### src/rtl/sync_fifo.sv
// sync_fifo: single-clock first-word-fall-through FIFO.
// Storage, pointers and occupancy count are enable-gated registers.
// The head entry is presented combinationally on data_out; full/empty are
// decoded straight from the stored count, so flags carry no extra latency.
module sync_fifo #(
  parameter int WIDTH  = 8,
  parameter int DEPTH  = 8,
  parameter int PTRWID = $clog2(DEPTH)
) (
  input  logic             clk,
  input  logic             rst,
  input  logic             push,
  input  logic             pop,
  input  logic [WIDTH-1:0] data_in,
  output logic             full,
  output logic             empty,
  output logic [WIDTH-1:0] data_out
);

  localparam logic [PTRWID:0] FULL_CNT = (PTRWID+1)'(DEPTH);

  logic [WIDTH-1:0]  mem_q [DEPTH];
  logic [WIDTH-1:0]  mem_d;
  logic [DEPTH-1:0]  mem_en;

  logic [PTRWID-1:0] wr_ptr_q, wr_ptr_d;
  logic [PTRWID-1:0] rd_ptr_q, rd_ptr_d;
  logic [PTRWID:0]   count_q, count_d;

  logic push_ok, pop_ok, count_en;

  // Flags and head word are pure decodes of the registered state.
  assign empty    = (count_q == '0);
  assign full     = (count_q == FULL_CNT);
  assign data_out = mem_q[rd_ptr_q];

  // Acceptance from pre-edge flags, next-state values and register enables.
  always_comb begin
    push_ok  = push & ~full;
    pop_ok   = pop & ~empty;
    mem_d    = data_in;
    wr_ptr_d = wr_ptr_q + 1'b1;
    rd_ptr_d = rd_ptr_q + 1'b1;
    // Count only moves when exactly one side is accepted.
    count_en = push_ok ^ pop_ok;
    count_d  = push_ok ? (count_q + 1'b1) : (count_q - 1'b1);
    mem_en   = '0;
    if (push_ok) begin
      mem_en[wr_ptr_q] = 1'b1;
    end
  end

  // Write pointer advances on every accepted push, wrapping naturally.
  always_ff @(posedge clk or negedge rst) begin
    if (!rst) begin
      wr_ptr_q <= '0;
    end else if (push_ok) begin
      wr_ptr_q <= wr_ptr_d;
    end
  end

  // Read pointer advances on every accepted pop; storage is left intact.
  always_ff @(posedge clk or negedge rst) begin
    if (!rst) begin
      rd_ptr_q <= '0;
    end else if (pop_ok) begin
      rd_ptr_q <= rd_ptr_d;
    end
  end

  // Occupancy count, held when push and pop are both or neither accepted.
  always_ff @(posedge clk or negedge rst) begin
    if (!rst) begin
      count_q <= '0;
    end else if (count_en) begin
      count_q <= count_d;
    end
  end

  // Storage entries, each written only when selected by an accepted push.
  always_ff @(posedge clk or negedge rst) begin
    if (!rst) begin
      for (int i = 0; i < DEPTH; i++) begin
        mem_q[i] <= '0;
      end
    end else begin
      for (int i = 0; i < DEPTH; i++) begin
        if (mem_en[i]) begin
          mem_q[i] <= mem_d;
        end
      end
    end
  end

endmodule

### config.mk
export PLATFORM = sky130hd
export DESIGN_NAME = sync_fifo
export DESIGN_NICKNAME = d
export VERILOG_FILES = /design/src/rtl/sync_fifo.sv
export SDC_FILE = /design/constraint.sdc
export NUM_CORES = 1
export LEC_CHECK = 0
export ABC_AREA = 1
export ABC_CLOCK_PERIOD_IN_PS = 1800
export CAP_MARGIN = 20
export CELL_PAD_IN_SITES_DETAIL_PLACEMENT = 1
export CELL_PAD_IN_SITES_GLOBAL_PLACEMENT = 2
export CORE_MARGIN = 4
export CORE_UTILIZATION = 30
export DETAILED_ROUTE_END_ITERATION = 6
export PLACE_DENSITY = 0.68
export SETUP_SLACK_MARGIN = 0.4
export SLEW_MARGIN = 20
export SYNTH_ARGS = -nofsm -noshare
export SYNTH_HDL_FRONTEND = slang
export SYNTH_SLANG_ARGS = --single-unit
### constraint.sdc
create_clock -name clk -period 1.8 [get_ports clk]
set_clock_uncertainty 0.2 [all_clocks]
set_input_delay 0.36 -clock clk [delete_from_list [all_inputs] [get_ports clk]]
set_output_delay 0.36 -clock clk [all_outputs]
set_load 0.02 [all_outputs]
==> results.cfg <==
[status]
outcome = finished with violations
violations = negative setup slack

[worst_hold_path]
min_path_type = flop to flop
hp-start = mem_q[47]

[timing]
fin_ws_ns = -0.386
setup_violations = 51
slew_viol_final = 0
slew_headroom = 0.683
finalSetupTns_ns = -3.58
fmax_ghz = 0.458
hold_violations = 0
period_share = 1.21
tightest_slew_ns = 0.475
rsz0062_at_grt = true
finalCriticalPeriod_ns = 2.19

[final_layout]
nets = 497
area_growth_pct = 51.9
final.fill_count = 1326
stdcell_count = 653
multi_input_area_um2 = 2160
drive_gt1_frac = 0.528
antenna_cells = 0
regArea_um2 = 1860
final_common_cell = dfrtp_1
finish.instance_area_um2 = 5750
final_cell_mix = dfrtp_1, o21ai_2, nand2_2, nand2_1, nand2_4

[global_routing]
grt_use_total = 0.159
grt_pass1_wl_um = 17600
grt_pass1_vias = 3391
grt_overflow = 0
antenna_found_initial = 0
grt_max_degree = 26

[synthesis]
yosys.area.top_type = dfrtp_1
syn_nets = 415
netlist_top_cells_area = dfrtp_1, nand2_1, o21ai_2, o21ai_0, nand4_4
ys_warn_count = 0
postSynthCellCount = 398
synthXorXnorAreaFrac = 0.0139
synth_top_family_by_area = simple AND/OR/NAND/NOR gates
synth_top_area_frac = 0.489
yosys-mux-area-fraction = 0.0211
avgSynthCellArea_um2 = 9.52
synth_compound_area_frac = 0.171
synthSimpleGateAreaFrac = 0.211
synth_seq_area_share = 0.489
ys_ff_latch = 74
synthesis.area_um2 = 3790
synth_fa_ha_area_frac = 0.0185
yosysUniqueCellTypes = 32

[worst_setup_path]
timing.critical_path.mode_cell = nor2_1
required_ns = 1.24
cp_top_family = flip-flops
crit_chain = buf_12, nor2_1, nor2_1, o21ai_0, o21ai_1, nand2_1, nand2_2, buf_2
end_kind = output pin
path_class = flop to output pin
startpoint_type = flop
critical_path_buf_inv_count = 2
slowest_stage = dfrtp_2
max_stage_delay_ns = 0.44
crit_arrival_ns = 1.63
critPathMaxFanout = 20
crit_start = rd_ptr_q[0]
timing.rr.start = count_q[0]

[clocking]
cts_buffers = 9
clockRootBuffer = clkbuf_16
path_clk_slew_ns = 0.06
clockBufferDepth = 2
cts_num_sinks = 74
h-tree-depth = 3
clock_latency_ns = 0.34
cts_tree = done

[drt]
num_vias = 3090
wire_per_inst_um = 17.4
drtPass1Iterations = 4
drtAntennaViolNets = 0
viasPerCell = 4.73
drc = 0
drtIter0Drc = 78
wl_um = 11400

[die]
start_util = 0.311
io_pins = 22
die_h_um = 120
die_area_um2 = 14500
die_x_um = 120
rows = 40
core_um2 = 12200

[placed_design]
hpwl_um = 7250
placed_area_um2 = 4710
portBuffers = 21
gp_congestion = 0.759
dp_cells = 622

[power_and_ir_drop]
vdd_ir_drop_max_v = 0.000916
cellLeakagePower_uw = 0.00258
power_density_nw_per_um2 = 1910

[job]
cap_violations = 0
-- worst reg2reg max path: cells and delay by family, from the launching register on --
family	cells	cell delay, ns
AOI/OAI and AO/OA	1	0.05
buffers and inverters	5	0.65
DFF	1	0.42
and+or+nand+nor	4	0.40
-- stage by stage --
step | setup slack, ns | util | hold WS [ns] | total power (uW)
CTS | -0.370 | 0.443 | 0.287 | 10500
detailed placement | -0.405 | 0.387 | 0.116 | 7920
floorplan | 0.0775 | - | -0.136 | 5980
global placement | -0.404 | 0.387 | 0.109 | 7790
finish | -0.386 | 0.473 | 0.282 | 11000
global route | -0.471 | 0.473 | 0.299 | 11700
-- report_power, final --
| group | leakage [uW] | switching [uW] | internal, uW |
|---|---|---|---|
| Sequential | 0.000923 | 703 | 2440 |
| Clock | 0.000156 | 687 | 1230 |
| Combinational | 0.00150 | 3060 | 2850 |
| Total | 0.00258 | 4450 | 6520 |
-- layer usage --
metal / global-route usage / up-vias / part of all wire
met1: 0.203 / 1552 / 0.47
met5: 0 / - / 0
li1: - / 1507 / -
met3: 0.0412 / 11 / 0.021
met2: 0.262 / 20 / 0.49
met4: 0.0531 / 0 / 0.014
-- Yosys cell counts --
cell type	instances
clkinv_1	1
buf_2	2
clkbuf_1	6
a21oi_1	1
o22ai_1	8
xor2_1	6
nor2_4	1
o21ai_0	45
nand2_1	98
ha_1	4
nand3_1	4
clkinv_8	1
dfrtp_1	74
buf_1	1
nand2_4	1
o21ai_2	27
buf_6	1
buf_4	1
inv_2	2
nand2_8	1
mux2i_1	8
nand2_2	11
bufinv_8	1
o21ai_1	26
inv_4	1
inv_1	16
nand4_4	8
nor2_2	1
nor2_1	33
buf_12	3
buf_8	4
fa_1	1
-- registers in the layout, summed over array words and instances (netlist names) --
register	cells
count_q	4
wr_ptr_q	3
mem_q	64
rd_ptr_q	3
-- cells by family after synthesis --
group,count (synthesis)
AND/OR/NAND/NOR,158
AO/OA/AOI/OAI,107
flip-flops,74
buffers and inverters,40
multiplexers,8
XOR/XNOR,6
adder cells (fa/ha/maj),5
-- layout make-up --
class / instances / share of cell area
multi-input cells: 284 / 0.375
inverters: 22 / 0.0211
clock inverters: 1 / 0.00522
repair buffers: 89 / 0.189
clock buffers: 15 / 0.0500
flip-flops and latches: 74 / 0.323
well taps: 168 / 0.0365
-- worst paths after layout --
check / to / slack [ns] / cells after the start
setup / recovery: data_out[5] / -0.39 / 8
hold / removal: mem_q[47] / 0.28 / 2
setup reg to reg: mem_q[58] / -0.05 / 10
hold reg to reg: mem_q[47] / 0.28 / 2
max in group asynchronous: mem_q[43] / 0.59 / 3
min in group asynchronous: mem_q[23] / 0.30 / 2
-- timing repair --
action                                 4_1_cts  5_1_grt
gates cloned                                 1        5
resized for setup                          140       67
endpoints found under the hold margin       22        0
buffers inserted                             7        1
pin swaps                                    9        9
hold buffers                                 1        0
setup endpoints to repair                   83       84
(Power assumes the default switching activity.)
